===== src/rtl/cpu_seq_pkg.sv =====
// Shared encodings for the multi-cycle execution sequencer, the ALU and the control decoder.
// Holds the state enum, opcode constants and ALU operation codes.
package cpu_seq_pkg;

  typedef enum logic [2:0] {
    S_IDLE      = 3'd0,
    S_FETCH     = 3'd1,
    S_DECODE    = 3'd2,
    S_EXECUTE   = 3'd3,
    S_WRITEBACK = 3'd4,
    S_HOST      = 3'd5
  } seq_state_e;

  localparam logic [1:0] OP_ADD = 2'b00;
  localparam logic [1:0] OP_AND = 2'b01;
  localparam logic [1:0] OP_OR  = 2'b10;
  localparam logic [1:0] OP_JMP = 2'b11;

  localparam logic [2:0] ALU_NOP = 3'b000;
  localparam logic [2:0] ALU_ADD = 3'b001;
  localparam logic [2:0] ALU_AND = 3'b010;
  localparam logic [2:0] ALU_OR  = 3'b011;

  function automatic logic [2:0] alu_decode(input logic [1:0] op);
    case (op)
      OP_ADD:  alu_decode = ALU_ADD;
      OP_AND:  alu_decode = ALU_AND;
      OP_OR:   alu_decode = ALU_OR;
      default: alu_decode = ALU_NOP;
    endcase
  endfunction

endpackage


===== src/rtl/cpu_exec_sequencer.sv =====
// Multi-cycle FETCH/DECODE/EXECUTE/WRITEBACK sequencer with run/step control and
// instruction-boundary arbitration of the register-file port between core and host.
module cpu_exec_sequencer
  import cpu_seq_pkg::*;
#(
  parameter int CNT_W    = 16,
  parameter int HOST_MAX = 8
) (
  input  logic             clk,
  input  logic             rst,
  input  logic             run,
  input  logic             step,
  input  logic [1:0]       opcode,
  input  logic             dbg_req,
  input  logic             dbg_we,
  output logic             ir_load,
  output logic             pc_load,
  output logic             pc_jump,
  output logic             rf_we,
  output logic             rf_sel_host,
  output logic             dbg_gnt,
  output logic [2:0]       alu_op,
  output logic             halted,
  output logic [2:0]       state,
  output logic [CNT_W-1:0] instr_count
);

  localparam logic [7:0] HOST_LAST = 8'(HOST_MAX - 1);

  seq_state_e       state_q, state_d;
  logic             step_q, step_d;
  logic [1:0]       op_q, op_d;
  logic             fair_q, fair_d;
  logic [7:0]       host_cnt_q, host_cnt_d;
  logic [CNT_W-1:0] cnt_q, cnt_d;

  always_ff @(posedge clk or posedge rst) begin
    if (rst) begin
      state_q    <= S_IDLE;
      step_q     <= 1'b0;
      op_q       <= OP_ADD;
      fair_q     <= 1'b0;
      host_cnt_q <= 8'd0;
      cnt_q      <= '0;
    end else begin
      state_q    <= state_d;
      step_q     <= step_d;
      op_q       <= op_d;
      fair_q     <= fair_d;
      host_cnt_q <= host_cnt_d;
      cnt_q      <= cnt_d;
    end
  end

  always_comb begin
    state_d     = state_q;
    step_d      = step_q;
    op_d        = op_q;
    fair_d      = fair_q;
    host_cnt_d  = host_cnt_q;
    cnt_d       = cnt_q;
    ir_load     = 1'b0;
    pc_load     = 1'b0;
    pc_jump     = 1'b0;
    rf_we       = 1'b0;
    rf_sel_host = 1'b0;
    dbg_gnt     = 1'b0;
    alu_op      = ALU_NOP;

    case (state_q)
      S_IDLE: begin
        // fair_q keeps a timed-out host from starving the core of at least one instruction
        if (dbg_req && !fair_q) begin
          state_d    = S_HOST;
          host_cnt_d = 8'd0;
        end else if (run) begin
          state_d = S_FETCH;
          step_d  = 1'b0;
        end else if (step) begin
          state_d = S_FETCH;
          step_d  = 1'b1;
        end
      end
      S_FETCH: begin
        ir_load = 1'b1;
        state_d = S_DECODE;
      end
      S_DECODE: begin
        op_d    = opcode;
        state_d = S_EXECUTE;
      end
      S_EXECUTE: begin
        alu_op  = alu_decode(op_q);
        state_d = S_WRITEBACK;
      end
      S_WRITEBACK: begin
        alu_op  = alu_decode(op_q);
        pc_load = 1'b1;
        pc_jump = (op_q == OP_JMP);
        rf_we   = (op_q != OP_JMP);
        cnt_d   = cnt_q + CNT_W'(1);
        fair_d  = 1'b0;
        step_d  = 1'b0;
        if (dbg_req) begin
          state_d    = S_HOST;
          host_cnt_d = 8'd0;
        end else if (step_q || !run) begin
          state_d = S_IDLE;
        end else begin
          state_d = S_FETCH;
        end
      end
      S_HOST: begin
        rf_sel_host = 1'b1;
        dbg_gnt     = 1'b1;
        rf_we       = dbg_we & dbg_req;
        // Timer saturates so a host that outlives run=0 is revoked as soon as run rises
        if (!dbg_req) begin
          state_d    = S_IDLE;
          host_cnt_d = 8'd0;
        end else if (run && host_cnt_q == HOST_LAST) begin
          state_d    = S_IDLE;
          fair_d     = 1'b1;
          host_cnt_d = 8'd0;
        end else if (host_cnt_q != HOST_LAST) begin
          host_cnt_d = host_cnt_q + 8'd1;
        end
      end
      default: state_d = S_IDLE;
    endcase
  end

  assign halted      = (state_q == S_IDLE);
  assign state       = state_q;
  assign instr_count = cnt_q;

endmodule


===== config.mk =====
export PLATFORM = sky130hd
export DESIGN_NAME = cpu_exec_sequencer
export DESIGN_NICKNAME = d
export VERILOG_FILES = /design/src/rtl/cpu_seq_pkg.sv /design/src/rtl/cpu_exec_sequencer.sv
export SDC_FILE = /design/constraint.sdc
export NUM_CORES = 1
export LEC_CHECK = 0
export CAP_MARGIN = 30
export CORE_ASPECT_RATIO = 1.25
export CORE_MARGIN = 2
export CORE_UTILIZATION = 45
export DETAILED_ROUTE_END_ITERATION = 6
export PLACE_DENSITY = 0.75
export SLEW_MARGIN = 20
export SYNTH_ARGS = -nofsm -noshare
export SYNTH_HDL_FRONTEND = slang
export SYNTH_SLANG_ARGS = --single-unit

===== constraint.sdc =====
create_clock -name clk -period 1.6 [get_ports clk]
set_input_delay 0.32 -clock clk [delete_from_list [all_inputs] [get_ports clk]]
set_output_delay 0.32 -clock clk [all_outputs]
set_load 0.005 [all_outputs]

; ---- After elaboration in Yosys (flattened, before gate mapping)
; Cells that the tools add are included.
[totals]
output_inout_bits = 29
elab_cells = 72
in_bits = 8
reg_bits = 31
[op_classes]
n_eq_ne = 20
reduce_logical = 15
muxes = 28
n_addsub = 2
bitwise_logic = 1
[op_table]
columns = op, count
row1 = $mux W8, 5
row2 = $pmux W8 S3, 1
row3 = $mux W3, 6
row4 = $pmux W3 S6, 1
row5 = $add A16 B1 Y16 const B, 1
row6 = $mux W1, 10
row7 = $ne A2 B2 Y1 const B, 5
row8 = $add A8 B1 Y8 const B, 1
row9 = $eq A8 B3 Y1 const B, 1
row10 = $ne A8 B3 Y1 const B, 1
row11 = $eq A3 B2 Y1 const B, 2
row12 = $eq A3 B3 Y1 const B, 2
row13 = $ne A3 B3 Y1 const B, 2
row14 = $pmux W1 S2, 3
row15 = $pmux W2 S3, 1
row16 = $reduce_and A3 Y1, 2
row17 = $eq A2 B2 Y1 const B, 2
row18 = $ne A4 B3 Y1 const B, 1
row19 = $ne A4 B4 Y1 const B, 1
row20 = $reduce_and A4 Y1, 1
row21 = $reduce_bool A2 Y1, 2
row22 = $eq A3 B1 Y1 const B, 1
row23 = $logic_not A3 Y1, 1
row24 = $reduce_bool A3 Y1, 1
row25 = 10 further kinds, 12

; ---- Depth between registers and ports, before layout
[logic_depth]
ltp_word = 5
mapped_depth = 6
ltp_nobuf = 5

; ---- Worst setup path after synthesis
; Ideal clock, no wire load.
[synth_timing]
kind = reg2reg
from = register state_q[1], in the netlist state[1]
to = register cnt_q[14], in the netlist instr_count[14]
n_path_buf = 2
period_less_slack_ns = 1.716
slack_ns = -0.116
stages_incl_launch_ff = 7
setup_time_ns = 0.123
arrival_ns = 1.592
path_cell_list = dfrtp_1 > buf_6 > or3b_1 > buf_6 > nor4_4 > nand2_1 > xnor2_1
[synth_via]
elab_chain_len = 1
[synth_lines]
columns = item, line
row1 = start: declaration, cpu_exec_sequencer.sv:30  ; seq_state_e state_q, state_d;
row2 = start signal: assignment, cpu_exec_sequencer.sv:46  ; state_q <= state_d;
row3 = $eq A3 B3 Y1, cpu_exec_sequencer.sv:70  ; case (state_q)
row4 = end signal: assignment, cpu_exec_sequencer.sv:51  ; cnt_q <= cnt_d;
row5 = end: declaration, cpu_exec_sequencer.sv:35  ; logic [CNT_W-1:0] cnt_q, cnt_d;
; No other way between the ends.
; A chain may end at the register's enable or synchronous reset.

; ---- Worst setup path in the final report
[layout_timing]
from = register state_q[0], in the netlist state[0]
to = output alu_op[1]
[layout_via]
elab_chain_len = 3
[layout_lines]
columns = item, line
row1 = $eq A3 B3 Y1 / $eq A3 B2 Y1 (equally long branches), cpu_exec_sequencer.sv:70
row2 = $reduce_or A2 Y1 (no source line) *, --
row3 = $mux W2 *, --
row4 = end: declaration, cpu_exec_sequencer.sv:22  ; output logic [2:0] alu_op,
; Every way passes the cells marked *; elsewhere a longest branch is shown, timed or not.

==> flow_summary.html <==
<table>
<tr><th>Metric</th><th>Value</th></tr>
<tr><th colspan="2">Clock tree</th></tr>
<tr><td>Clock-pin slew on the worst setup and hold paths</td><td>0.07 ns</td></tr>
<tr><td>TritonCTS clock tree</td><td>done</td></tr>
<tr><td>Bufs on Longest Clock Path</td><td>2</td></tr>
<tr><td>Clock tree root driver cell</td><td>sky130_fd_sc_hd__clkbuf_8</td></tr>
<tr><td>TritonCTS buffer count</td><td>5</td></tr>
<tr><td>CTS H-Tree Depth</td><td>2</td></tr>
<tr><td># clock sinks</td><td>31</td></tr>
<tr><td>Latest clock arrival within the worst-skew pair</td><td>0.29 ns</td></tr>
<tr><td>Number of buffers added to fix hold violations after cts</td><td>0</td></tr>
<tr><th colspan="2">Outcome</th></tr>
<tr><td>Result of the run</td><td>finished, violations left</td></tr>
<tr><td>Failing checks</td><td>negative setup slack</td></tr>
<tr><th colspan="2">Floorplan</th></tr>
<tr><td>Starting density of the core</td><td>47.0%</td></tr>
<tr><td>Total I/O pin count</td><td>37</td></tr>
<tr><td>Die Footprint</td><td>4170 µm²</td></tr>
<tr><td>Chip width</td><td>58.2 µm</td></tr>
<tr><td>Die Ht</td><td>71.7 µm</td></tr>
<tr><td>Core area</td><td>3510 µm²</td></tr>
<tr><td>Cell Rows</td><td>24</td></tr>
<tr><th colspan="2">STA</th></tr>
<tr><td>Maximum achievable frequency</td><td>575 MHz</td></tr>
<tr><td>Count of endpoints failing setup in the final report</td><td>17</td></tr>
<tr><td>Final total negative setup slack</td><td>-1.25 ns</td></tr>
<tr><td>Fin crit period</td><td>1.74 ns</td></tr>
<tr><td>Final-report max-slew violation count</td><td>0</td></tr>
<tr><td>Unrepaired setup endpoints after global routing</td><td>yes</td></tr>
<tr><td>Final Hold Slack</td><td>0.410 ns</td></tr>
<tr><td>Period Utilization, post-route</td><td>109%</td></tr>
<tr><td>Hold violation count in the final report</td><td>0</td></tr>
<tr><td>Final worst clock skew</td><td>0.00398 ns</td></tr>
<tr><td>Worst Setup Slack, final</td><td>-0.138 ns</td></tr>
<tr><th colspan="2">Detailed routing</th></tr>
<tr><td>Overall routed net length</td><td>4.87 mm</td></tr>
<tr><td>Detail Route met2 WL</td><td>2.69 mm</td></tr>
<tr><td>Total length of routed met3 wires</td><td>228 µm</td></tr>
<tr><td>Avg WL per Cell</td><td>17.1 µm</td></tr>
<tr><td>Mean number of vias per cell</td><td>5.61</td></tr>
<tr><td>Pre-Repair DR Iteration Count</td><td>4</td></tr>
<tr><td>Top sig layer</td><td>met4</td></tr>
<tr><td>Met1 wire length</td><td>1.84 mm</td></tr>
<tr><td>Via total after detailed routing</td><td>1598</td></tr>
<tr><td>Antenna-violating nets left</td><td>0</td></tr>
<tr><td>DRC Markers</td><td>0</td></tr>
<tr><td>DR iter-0 viols</td><td>73</td></tr>
<tr><th colspan="2">Synthesis</th></tr>
<tr><td>Number of instances in the synthesized netlist</td><td>170</td></tr>
<tr><td>Area share of the largest cell type after synthesis</td><td>47.0%</td></tr>
<tr><td>Main flop type after synthesis</td><td>sky130_fd_sc_hd__dfrtp_1</td></tr>
<tr><td>Cell Area, Synth</td><td>1650 µm²</td></tr>
<tr><td>Number of flops mapped to enable cells by yosys</td><td>0</td></tr>
<tr><td>Register bit count reported by yosys</td><td>31</td></tr>
<tr><td>Post-synthesis async set-or-reset flop share</td><td>100%</td></tr>
<tr><td>Post-synth top cells</td><td>sky130_fd_sc_hd__dfrtp_1 (31), sky130_fd_sc_hd__nand2_1 (16), sky130_fd_sc_hd__o21ai_0 (13)</td></tr>
<tr><td>Sequential share of the synthesized area</td><td>47.0%</td></tr>
<tr><td>Library cells used by synthesis</td><td>41</td></tr>
<tr><td>Post-synthesis cell type with the largest combined area</td><td>sky130_fd_sc_hd__dfrtp_1</td></tr>
<tr><td>Cells taking the most area after synthesis</td><td>sky130_fd_sc_hd__dfrtp_1 (47%), sky130_fd_sc_hd__xnor2_1 (6.4%), sky130_fd_sc_hd__o21ai_0 (3.9%)</td></tr>
<tr><td>Synthesized area per cell</td><td>9.72 µm²</td></tr>
<tr><td>Count leader, synth</td><td>sky130_fd_sc_hd__dfrtp_1</td></tr>
<tr><td>Net count after synthesis</td><td>183</td></tr>
<tr><td>Count of warnings emitted by yosys</td><td>0</td></tr>
<tr><th colspan="2">Finish</th></tr>
<tr><td>Synth-to-layout area growth</td><td>54.1%</td></tr>
<tr><td>Antenna diodes</td><td>0</td></tr>
<tr><td>Total non-filler cell area in the finished layout</td><td>2540 µm²</td></tr>
<tr><td>Final cell count without fillers</td><td>285</td></tr>
<tr><td>Fraction of final layout cells sized beyond drive strength 1</td><td>35.4%</td></tr>
<tr><td>Layout Nets</td><td>258</td></tr>
<tr><td>Final Util</td><td>72.4%</td></tr>
<tr><td>Filler Cell Count</td><td>249</td></tr>
<tr><th colspan="2">Setup path</th></tr>
<tr><td>Required @ worst endpoint</td><td>1.28 ns</td></tr>
<tr><td>Path type of the worst setup path</td><td>reg2out</td></tr>
<tr><td>Kind of end point of the critical path</td><td>primary output</td></tr>
<tr><td>Maximum fanout encountered on the critical timing path</td><td>4</td></tr>
<tr><td>Type of origin of the critical path</td><td>flop</td></tr>
<tr><td>Worst Path Arrival</td><td>1.42 ns</td></tr>
<tr><th colspan="2">Global route</th></tr>
<tr><td>GRT Resource Usage Total</td><td>24.1%</td></tr>
<tr><td>Vias in the first global route</td><td>1583</td></tr>
<tr><td>Wire length of the first global-routing pass</td><td>7.50 mm</td></tr>
<tr><td>Pin count of the biggest net entering global routing</td><td>32</td></tr>
<tr><td>Number of antenna violations at the first check in global routing</td><td>0</td></tr>
<tr><td>Congestion Overflow GR</td><td>0</td></tr>
<tr><th colspan="2">Placement</th></tr>
<tr><td>Instance area at placement</td><td>2170 µm²</td></tr>
<tr><td>GPL Wtd Cong</td><td>0.867</td></tr>
<tr><td>Placed insts</td><td>258</td></tr>
<tr><td>Half-perimeter wire length after detailed placement</td><td>3.03 mm</td></tr>
<tr><td>Number of buffers inserted by port buffering</td><td>35</td></tr>
<tr><th colspan="2">Run</th></tr>
<tr><td>Max-cap viol count</td><td>0</td></tr>
<tr><th colspan="2">Power and ir drop</th></tr>
<tr><td>Static Leakage</td><td>1.21 nW</td></tr>
<tr><td>Peak VDD IR</td><td>1030 µV</td></tr>
<tr><td>Pwr dens</td><td>1410 nW/µm²</td></tr>
<tr><th colspan="2">Hold path</th></tr>
<tr><td>Class of the worst hold path</td><td>in2async</td></tr>
</table>
registers in the layout, summed over array words and instances (netlist names):
signal	cells
instr_count	16
host_cnt_q	8
state	3
op_q	2
fair_q	1
step_q	1
power by group:
part / leakage (nW) / total [mW] / internal, mW / switching, mW
clock network: 0.0477 / 0.605 / 0.297 / 0.308
logic: 0.746 / 1.94 / 1.06 / 0.880
registers: 0.413 / 1.04 / 0.928 / 0.117
total: 1.21 / 3.58 / 2.28 / 1.30
stage by stage:
| stage | setup WS (ns) | power (mW) |
|---|---|---|
| after floorplan | 0.0000572 | 1.72 |
| after global placement | -0.403 | 2.37 |
| after detailed placement | -0.419 | 2.45 |
| after CTS | -0.155 | 3.35 |
| after global routing | -0.196 | 3.79 |
| final | -0.138 | 3.58 |
metal layers:
metal	GRT usage, %	vias up
li1	-	746
met1	27.7	781
met2	41.4	58
met3	3.79	13
met4	14.7	0
met5	0	-
placed cells by master (no fill, tap or decap), types with 3 or more instances in the layout:
cell type,netlist,final
sky130_fd_sc_hd__a21oi_1,7,7
sky130_fd_sc_hd__a31oi_1,6,5
sky130_fd_sc_hd__and3_1,6,5
sky130_fd_sc_hd__buf_2,0,5
sky130_fd_sc_hd__buf_4,2,32
sky130_fd_sc_hd__buf_6,2,10
sky130_fd_sc_hd__clkbuf_8,0,5
sky130_fd_sc_hd__clkdlybuf4s50_1,0,23
sky130_fd_sc_hd__clkinv_2,0,3
sky130_fd_sc_hd__dfrtp_1,31,29
sky130_fd_sc_hd__ha_1,5,4
sky130_fd_sc_hd__inv_1,9,7
sky130_fd_sc_hd__nand2_1,16,15
sky130_fd_sc_hd__nand3_1,5,3
sky130_fd_sc_hd__nand3_2,1,3
sky130_fd_sc_hd__nand4_1,5,5
sky130_fd_sc_hd__nor2_1,10,5
sky130_fd_sc_hd__nor2_4,0,4
sky130_fd_sc_hd__nor3_1,5,4
sky130_fd_sc_hd__o21ai_0,13,11
sky130_fd_sc_hd__xnor2_1,12,11
sky130_fd_sc_hd__xor2_1,4,4
cell type report:
class                           instances  area (µm²)  share of cell area [%]
Clock buffer                            5        68.8                    2.70
Clock inverter                          3        15.0                   0.590
Inverter                                9        36.3                    1.43
Multi-Input combinational cell        123         930                    36.5
Sequential cell                        31         778                    30.6
Tap cell                               39        48.8                    1.92
Timing Repair Buffer                   75         668                    26.3
worst max-delay path, cell delays in order, from the launching register on:
cell,delay [ns]
sky130_fd_sc_hd__dfrtp_1,0.39
sky130_fd_sc_hd__or3b_4,0.43
sky130_fd_sc_hd__nand2_2,0.09
sky130_fd_sc_hd__and2_4,0.13
sky130_fd_sc_hd__buf_6,0.09
worst paths after layout:
kind                       cells after the start  slack, ns               to       startpoint
max                                            4      -0.14        alu_op[1]         state[0]
min                                            3       0.41  instr_count[14]              rst
max reg2reg                                    6      -0.11   instr_count[8]         state[0]
min reg2reg                                    1       0.49  instr_count[15]  instr_count[15]
max in group asynchronous                      3       0.87  instr_count[10]              rst
min in group clk                               1       0.49  instr_count[15]  instr_count[15]
cell families after synthesis:
group	after synthesis	synth area share (%)
and+or+nand+nor	67	22.9
AOI/OAI and AO/OA	33	12.0
DFF	31	47.0
xor gates and xnor gates	16	8.48
buffers and inverters	16	5.00
adders and majority gates	5	3.79
other	1	0.227
muxes	1	0.606
what timing repair did:
| action | CTS | global route |
|---|---|---|
| resized for setup | 64 | 22 |
| endpoints found under the hold margin | 0 | 0 |
| endpoints found under the setup margin | 21 | 35 |
| buffers inserted | 10 | 10 |
| pin swaps | 12 | 6 |
Note: power is estimated with default switching activity, not from simulation.
